==> config.mk <==
export PLATFORM = sky130hd
export DESIGN_NAME = reg_file_wb
export DESIGN_NICKNAME = d
export VERILOG_FILES = /design/src/rtl/reg_file_wb.sv
export SDC_FILE = /design/constraint.sdc
export NUM_CORES = 2
export LEC_CHECK = 0
export ABC_AREA = 1
export BUFFER_PORTS_ARGS = -buffer_cell sky130_fd_sc_hd__buf_2
export CAP_MARGIN = 20
export CORE_MARGIN = 2
export CORE_UTILIZATION = 30
export DETAILED_ROUTE_END_ITERATION = 8
export MAX_ROUTING_LAYER = met4
export SKIP_LAST_GASP = 1
export SLEW_MARGIN = 20
export SYNTH_ARGS = -nofsm -noshare
export SYNTH_HDL_FRONTEND = slang
export SYNTH_SLANG_ARGS = --single-unit
==> constraint.sdc <==
create_clock -name clk -period 99.7 [get_ports clk]
set_input_delay 19.94 -clock clk [delete_from_list [all_inputs] [get_ports clk]]
set_output_delay 19.94 -clock clk [all_outputs]
set_load 0.02 [all_outputs]
==> src/rtl/reg_file_wb.sv <==
`default_nettype none
// +----------------------------------------------------------------------+
// | Module   : reg_file_wb                                               |
// | Brief    : ID-stage register file with same-cycle write-back bypass, |
// |            per-register outstanding-write scoreboard, RAW/saturation |
// |            stall, wrapping write-back counter and sticky error flag. |
// | Revision : 1.0 - initial release                                     |
// +----------------------------------------------------------------------+
module reg_file_wb #(
  parameter int D_SIZE        = 32,
  parameter int ADDR_LINE_REG = 5,
  parameter int CNT_W         = 16
) (
  input  logic                     clk,
  input  logic                     reset,
  input  logic                     mem_to_reg_2_wb,
  input  logic [D_SIZE-1:0]        alu_out_f_mem_2_wb,
  input  logic [ADDR_LINE_REG-1:0] alu_add_f_mem_2_wb,
  input  logic [ADDR_LINE_REG-1:0] rs_addr,
  input  logic [ADDR_LINE_REG-1:0] rt_addr,
  output logic [D_SIZE-1:0]        rs_data,
  output logic [D_SIZE-1:0]        rt_data,
  input  logic                     issue_valid,
  input  logic                     issue_rs_used,
  input  logic                     issue_rt_used,
  input  logic                     issue_wr,
  input  logic [ADDR_LINE_REG-1:0] issue_dest,
  output logic                     stall,
  output logic [CNT_W-1:0]         wb_count,
  output logic                     sb_err
);

  localparam int NREG = 1 << ADDR_LINE_REG;

  logic [D_SIZE-1:0] regs_q [NREG];
  logic [1:0]        pend_q [NREG];
  logic [1:0]        pend_d [NREG];
  logic [CNT_W-1:0]  wb_count_q;
  logic              sb_err_q;
  logic              sb_err_d;

  logic              wr_en;
  logic [NREG-1:0]   wbhit;
  logic [NREG-1:0]   eff_nz;
  logic              accept;

  // A write-back lands in the array only for a non-zero destination.
  assign wr_en = mem_to_reg_2_wb && (alu_add_f_mem_2_wb != '0);

  // Per-register write-back hit and "effective pending > 0" (pend minus hit, floored).
  always_comb begin
    wbhit  = '0;
    eff_nz = '0;
    for (int r = 1; r < NREG; r++) begin
      wbhit[r]  = wr_en && (alu_add_f_mem_2_wb == ADDR_LINE_REG'(r));
      eff_nz[r] = wbhit[r] ? (pend_q[r] > 2'd1) : (pend_q[r] != 2'd0);
    end
  end

  // Read ports: register 0 reads zero, in-flight write-back is bypassed.
  always_comb begin
    rs_data = '0;
    rt_data = '0;
    if (rs_addr != '0)
      rs_data = (wr_en && alu_add_f_mem_2_wb == rs_addr) ? alu_out_f_mem_2_wb : regs_q[rs_addr];
    if (rt_addr != '0)
      rt_data = (wr_en && alu_add_f_mem_2_wb == rt_addr) ? alu_out_f_mem_2_wb : regs_q[rt_addr];
  end

  // Hazard detection; saturation deliberately looks at pend, not the bypass-adjusted count.
  always_comb begin
    stall = 1'b0;
    if (issue_valid) begin
      if (issue_rs_used && eff_nz[rs_addr])
        stall = 1'b1;
      if (issue_rt_used && eff_nz[rt_addr])
        stall = 1'b1;
      if (issue_wr && (issue_dest != '0) && (pend_q[issue_dest] == 2'd3))
        stall = 1'b1;
    end
    accept = issue_valid && !stall && issue_wr && (issue_dest != '0);
  end

  // Scoreboard next state: accept and write-back to the same register cancel out.
  always_comb begin
    pend_d[0] = 2'd0;
    for (int r = 1; r < NREG; r++) begin
      pend_d[r] = pend_q[r];
      if (accept && (issue_dest == ADDR_LINE_REG'(r)) && !wbhit[r])
        pend_d[r] = pend_q[r] + 2'd1;
      else if (wbhit[r] && !(accept && (issue_dest == ADDR_LINE_REG'(r))) && (pend_q[r] != 2'd0))
        pend_d[r] = pend_q[r] - 2'd1;
    end
    sb_err_d = sb_err_q || (wr_en && (pend_q[alu_add_f_mem_2_wb] == 2'd0));
  end

  // Register array, scoreboard, counter and error flag state.
  always_ff @(posedge clk or posedge reset) begin
    if (reset) begin
      for (int r = 0; r < NREG; r++) begin
        regs_q[r] <= '0;
        pend_q[r] <= 2'd0;
      end
      wb_count_q <= '0;
      sb_err_q   <= 1'b0;
    end else begin
      if (wr_en) begin
        regs_q[alu_add_f_mem_2_wb] <= alu_out_f_mem_2_wb;
        wb_count_q                 <= wb_count_q + 1'b1;
      end
      for (int r = 0; r < NREG; r++)
        pend_q[r] <= pend_d[r];
      sb_err_q <= sb_err_d;
    end
  end

  assign wb_count = wb_count_q;
  assign sb_err   = sb_err_q;

endmodule
`default_nettype wire

### Yosys cells after proc, flatten, opt, wreduce, memory -nomap -nowiden

Cells that the tools add are included.

| storage, ports and cells | value |
|---|---|
| input bits | 59 |
| logic and storage cells | 653 |
| output and inout port bits | 82 |
| bits in registers | 1103 |

| cells by class | value |
|---|---|
| order comparisons | 38 |
| reductions and logical operators | 298 |
| bitwise operators | 4 |
| multiplexer cells | 120 |
| eq/ne operators | 65 |
| add/sub/neg operators | 63 |

Operators with widths:

| kind | number |
|---|---|
| 1024-bit bitwise mux | 1 |
| 32-bit binary-select mux with 5-bit select | 2 |
| 32-bit 2-to-1 mux | 9 |
| 1-bit logical AND | 167 |
| 32-bit demux with 5-bit select | 1 |
| 5-bit == test (second input constant) | 32 |
| 2-bit 2-to-1 mux | 66 |
| 2-bit nonzero test | 62 |
| 5-bit by 4-bit == test with 1-bit output (second input constant) | 16 |
| 1-bit logical NOT | 63 |
| 2-bit by 1-bit adder with 2-bit output (second input constant) | 31 |
| 2-bit by 1-bit > comparator with 1-bit output (second input constant) | 31 |
| 2-bit by 1-bit subtractor with 2-bit output (second input constant) | 31 |
| 5-bit by 3-bit == test with 1-bit output (second input constant) | 8 |
| 1-bit 2-to-1 mux | 37 |
| 6-bit greater-or-equal comparator (second input constant) | 4 |
| 5-bit inverter with 6-bit output | 4 |
| 2-bit binary-select mux with 5-bit select | 2 |
| 5-bit by 2-bit == test with 1-bit output (second input constant) | 4 |
| 5-bit nonzero test | 4 |
| 16-bit by 1-bit adder with 16-bit output (second input constant) | 1 |
| 5-bit by 6-bit < comparator with 1-bit output (second input constant) | 2 |
| 1-bit binary-select mux with 5-bit select | 2 |
| 5-bit by 1-bit == test with 1-bit output (second input constant) | 2 |
| other kinds (5) | 6 |

### Logic depth before layout (Yosys ltp)

| logic depth | value |
|---|---|
| depth in word-level cells | 21 |
| gate-level depth with buffers | 23 |
| mapped depth without buffers | 21 |

### Worst setup path after synthesis

No wires, ideal clock.

| timing path | value |
|---|---|
| kind | in2out |
| from | input rt_addr[1] |
| to | output rt_data[19] |
| path slack | 57.747 ns |
| data required time | 79.760 ns |
| buffers on the path | 5 |
| cell stages on the path | 11 |
| arrival time | 22.013 ns |
| cells stage by stage | clkbuf_1 -> buf_2 -> buf_2 -> clkbuf_1 -> clkbuf_1 -> o211ai_1 -> nand3_1 -> o211ai_1 -> nand3_1 -> a21oi_1 -> a211oi_1 |

| between the ends | value |
|---|---|
| word-level cells in the longest chain between the ends | 6 |
| elaborated cells between the ends (all ways) | 9 |
| those cells by class | eq/ne (1); mux (5); bitwise (1); reduce/logical (2) |

RTL lines:

| item | line | source |
|---|---|---|
| from (decl) | 20 | `input logic [ADDR_LINE_REG-1:0] rt_addr,` |
| 5-bit inverter with 6-bit output (not written as such) | 67 | `rt_data = (wr_en && alu_add_f_mem_2_wb == rt_addr) ? alu_out_f_mem_2_wb : regs_q[rt_addr];` |
| 32-bit binary-select mux with 5-bit select | 67 |  |
| 32-bit 2-to-1 mux (not written as such) (2 in a row) | 67 |  |
| 32-bit 2-to-1 mux | 67 |  |
| 32-bit 2-to-1 mux * | 66 | `if (rt_addr != '0)` |
| to (decl) | 22 | `output logic [D_SIZE-1:0] rt_data,` |

Mark *: on every way between the ends. The rest lies on a longest branch, timed or not. The select of a mux whose other input is x is not followed.

### Worst setup path in the final report

| timing path | value |
|---|---|
| from | input rs_addr[0] |
| to | output rs_data[24] |

| between the ends | value |
|---|---|
| word-level cells in the longest chain between the ends | 6 |
| elaborated cells between the ends (all ways) | 9 |
| those cells by class | eq/ne (1); mux (5); bitwise (1); reduce/logical (2) |

RTL lines:

| item | line | source |
|---|---|---|
| from (decl) | 19 | `input logic [ADDR_LINE_REG-1:0] rs_addr,` |
| 5-bit inverter with 6-bit output (not written as such) | 65 | `rs_data = (wr_en && alu_add_f_mem_2_wb == rs_addr) ? alu_out_f_mem_2_wb : regs_q[rs_addr];` |
| 32-bit binary-select mux with 5-bit select | 65 |  |
| 32-bit 2-to-1 mux (not written as such) (2 in a row) | 65 |  |
| 32-bit 2-to-1 mux | 65 |  |
| 32-bit 2-to-1 mux * | 64 | `if (rs_addr != '0)` |
| to (decl) | 21 | `output logic [D_SIZE-1:0] rs_data,` |

Marks and branches as above.

==> impl_metrics.csv <==
group,metric,value,unit
run_status,status,"completed",
timing,worstMarginPinSlew,1.28,ns
setup_path,startpoint_type,"input port",
clock_tree,clk_root_buffer_cell,"clkbuf_16",
drt,post-route-drc-count,0,
die,dieArea,214000,µm²
clock_tree,post-cts-setup-buffers,0,
synth,syn_area_per_cell,7.33,µm²
timing,slew_headroom,13.6,%
grt,grt_pass1_wl,399,mm
synth,ys_types,51,
synth,ys_ff_latch,1103,
timing,fmax,22.4,MHz
power,cellPowerDensity,20.1,nW/µm²
synth,synthTopCellsByCount,"o21ai_0 (2019), nand2_1 (1911), dfrtp_1 (1103)",
grt,grt_max_degree,217,
power,power.static_leakage,30.9,nW
synth,synth.most_common_cell,"o21ai_0",
clock_tree,clk-insertion-delay-late,0.77,ns
worst_hold_path,hold_path.class,"reg -> reg",
drt,vias,64300,
timing,tns,0,ns
die,die_width,463,µm
synth,synthCells,8618,
clock_tree,cts_resized,0,
clock_tree,cts_buffer_depth,3,
timing,clock_skew,0.0546,ns
drt,dr.pass1.iters,7,
power,peakVddDrop,0.0000152,V
timing,post-route-min-period,44.55,ns
synth,synthDominantCellAreaShare,43.7,%
timing,fin_crit_sh,44.7,%
power,total_power,1.40,mW
setup_path,cp.arrival,24.61,ns
setup_path,path_max_fanout,90,
synth,ys_seq_area_share,43.7,%
drt,routed_wirelength,274,mm
timing,whs,0.400,ns
clock_tree,cts_hold_buf,0,
die,io_pins,141,
grt,grt_pass1_vias,59000,
timing,rsz0062_at_grt,"no",
synth,ys_warn_count,0,
cells_and_area,area_growth,10.5,%
die,die_h,463,µm
place,place.gp.congestion,0.915,
place,portBuffers,140,
clock_tree,clk_pin_slew_worst_paths,0.06,ns
clock_tree,cts_buffers,118,
timing,setup_viol,0,
synth,syn_area,63200,µm²
flow_run,drv_cap,0,
cells_and_area,nets,8298,
setup_path,worstPathRequired,79.76,ns
synth,syn_nets,8740,
synth,yosysTopAreaCell,"dfrtp_1",
synth,synthFlopType,"dfrtp_1",
drt,wl_per_cell,24.7,µm
place,placed_area,65600,µm²
clock_tree,htree_levels,3,
die,rows,168,
cells_and_area,final_layout_size_suffix_gt1_share,7.16,%
setup_path,path_class,"in -> out",
synth,synth.area.top_cells,"dfrtp_1 (44%), o21ai_0 (16%), nand2_1 (11%)",
timing,slew_viol_final,0,
drt,drt_iter0_markers,10400,
clock_tree,cts_tree,"done",
grt,antenna_found_initial,23,
grt,grt-ovfl-total,0,
cells_and_area,fin_area,69800,µm²
timing,finalHoldViolations,0,
synth,async_reset_ff_share,100,%
setup_path,crit_path_end_kind,"output pin",
drt,viasPerCell,5.80,
grt,grt.total_usage,25.3,%
synth,synth_edf_count,0,
drt,ant_nets,0,
die,core,210000,µm²
clock_tree,clock_sinks,1103,
die,start_util,30.2,%
place,hpwl,154,mm
cells_and_area,fillers,22000,
[cells by family (layout without fill, tap and decap cells)]
| logic type | Yosys count | count (layout) | share of synthesized area [%] |
|---|---|---|---|
| other | 0 | 18 | 0 |
| buffers and inverters | 1395 | 1054 | 8.47 |
| flip-flops | 1103 | 1103 | 43.7 |
| AO/OA/AOI/OAI | 3094 | 3094 | 26.6 |
| XOR/XNOR | 24 | 24 | 0.333 |
| adder cells (fa/ha/maj) | 63 | 63 | 1.25 |
| AND/OR/NAND/NOR | 2939 | 2939 | 19.6 |
[cells in the final DEF, fill, tap and decap left out, types with 8 or more instances in the layout]
cell type     n
a2111oi_0    17
a211oi_1     73
a21oi_1     597
a221oi_1      8
a311oi_1     16
buf_2       133
buf_4       115
bufinv_16    13
clkbuf_1     22
clkbuf_16   120
clkbuf_8     34
clkinv_2     26
dfrtp_1    1103
diode_2      18
ha_1         63
inv_1       539
inv_2        22
nand2_1    1894
nand2_4      21
nand3_1     472
nand4_1      54
nand4_2      21
nand4_4      10
nor2_1      355
nor2_4       18
nor3_1       43
nor4_1       21
o2111ai_1    30
o211ai_1    201
o21ai_0    2019
o221ai_1     59
o22ai_1      36
o311ai_0     14
or2_2        12
xor2_1       17
[per-layer routing]
metal | global-route usage (%) | part of all wire [%]
met1 | 33.7 | 40
met2 | 35.6 | 42
met4 | 12.1 | 5.2
met5 | - | 0
met3 | 6.32 | 13
[through the flow]
stage / worst slack, ns / cells / util (%)
floorplan: 48.70 / 8618 / -
global placement: 55.34 / 10900 / 31.3
detailed placement: 55.36 / 10900 / 31.3
CTS: 55.35 / 11100 / 33.3
global route: 55.05 / 11100 / 33.3
finish: 55.15 / 11100 / 33.3
[registers in the layout, summed over array words and instances (netlist names)]
name and flops:
regs_q 1024, pend_q 62, wb_count 16, sb_err 1
[power breakdown]
part           internal (mW)  leakage, nW  switching [mW]  total [mW]
clock network          0.279         2.07           0.201       0.480
registers              0.539         13.8          0.0630       0.602
logic                  0.107         15.0           0.215       0.322
[critical path: stages]
cell and delay [ns]:
buf_8 0.22, inv_8 0.48, buf_4 0.83, buf_4 0.92, o21ai_0 0.17, a211oi_1 0.28
nor4_1 0.08, o311ai_0 0.71, a21oi_1 0.44, buf_2 0.29
[area by class of cell]
class / instances / area (µm²) / area share, %
multi-input combinational: 6120 / 30500 / 43.7
sequential: 1103 / 27600 / 39.5
timing repair buffer: 263 / 1770 / 2.54
tap: 2805 / 3510 / 5.03
antenna: 18 / 45.0 / 0.0645
clock buffer: 175 / 3540 / 5.07
inverter: 570 / 2180 / 3.12
clock inverter: 46 / 661 / 0.946
[final timing paths]
check | startpoint | endpoint | slack [ns] | cells past startpoint
max | rs_addr[0] | rs_data[24] | 55.15 | 10
min | regs_q[1007] | regs_q[1007] | 0.40 | 0
max reg2reg | pend_q[41] | pend_q[43] | 96.23 | 12
min reg2reg | regs_q[1007] | regs_q[1007] | 0.40 | 0
max in group asynchronous | reset | wb_count[13] | 76.99 | 5
min in group asynchronous | reset | regs_q[368] | 19.35 | 2
(Power assumes the default switching activity.)
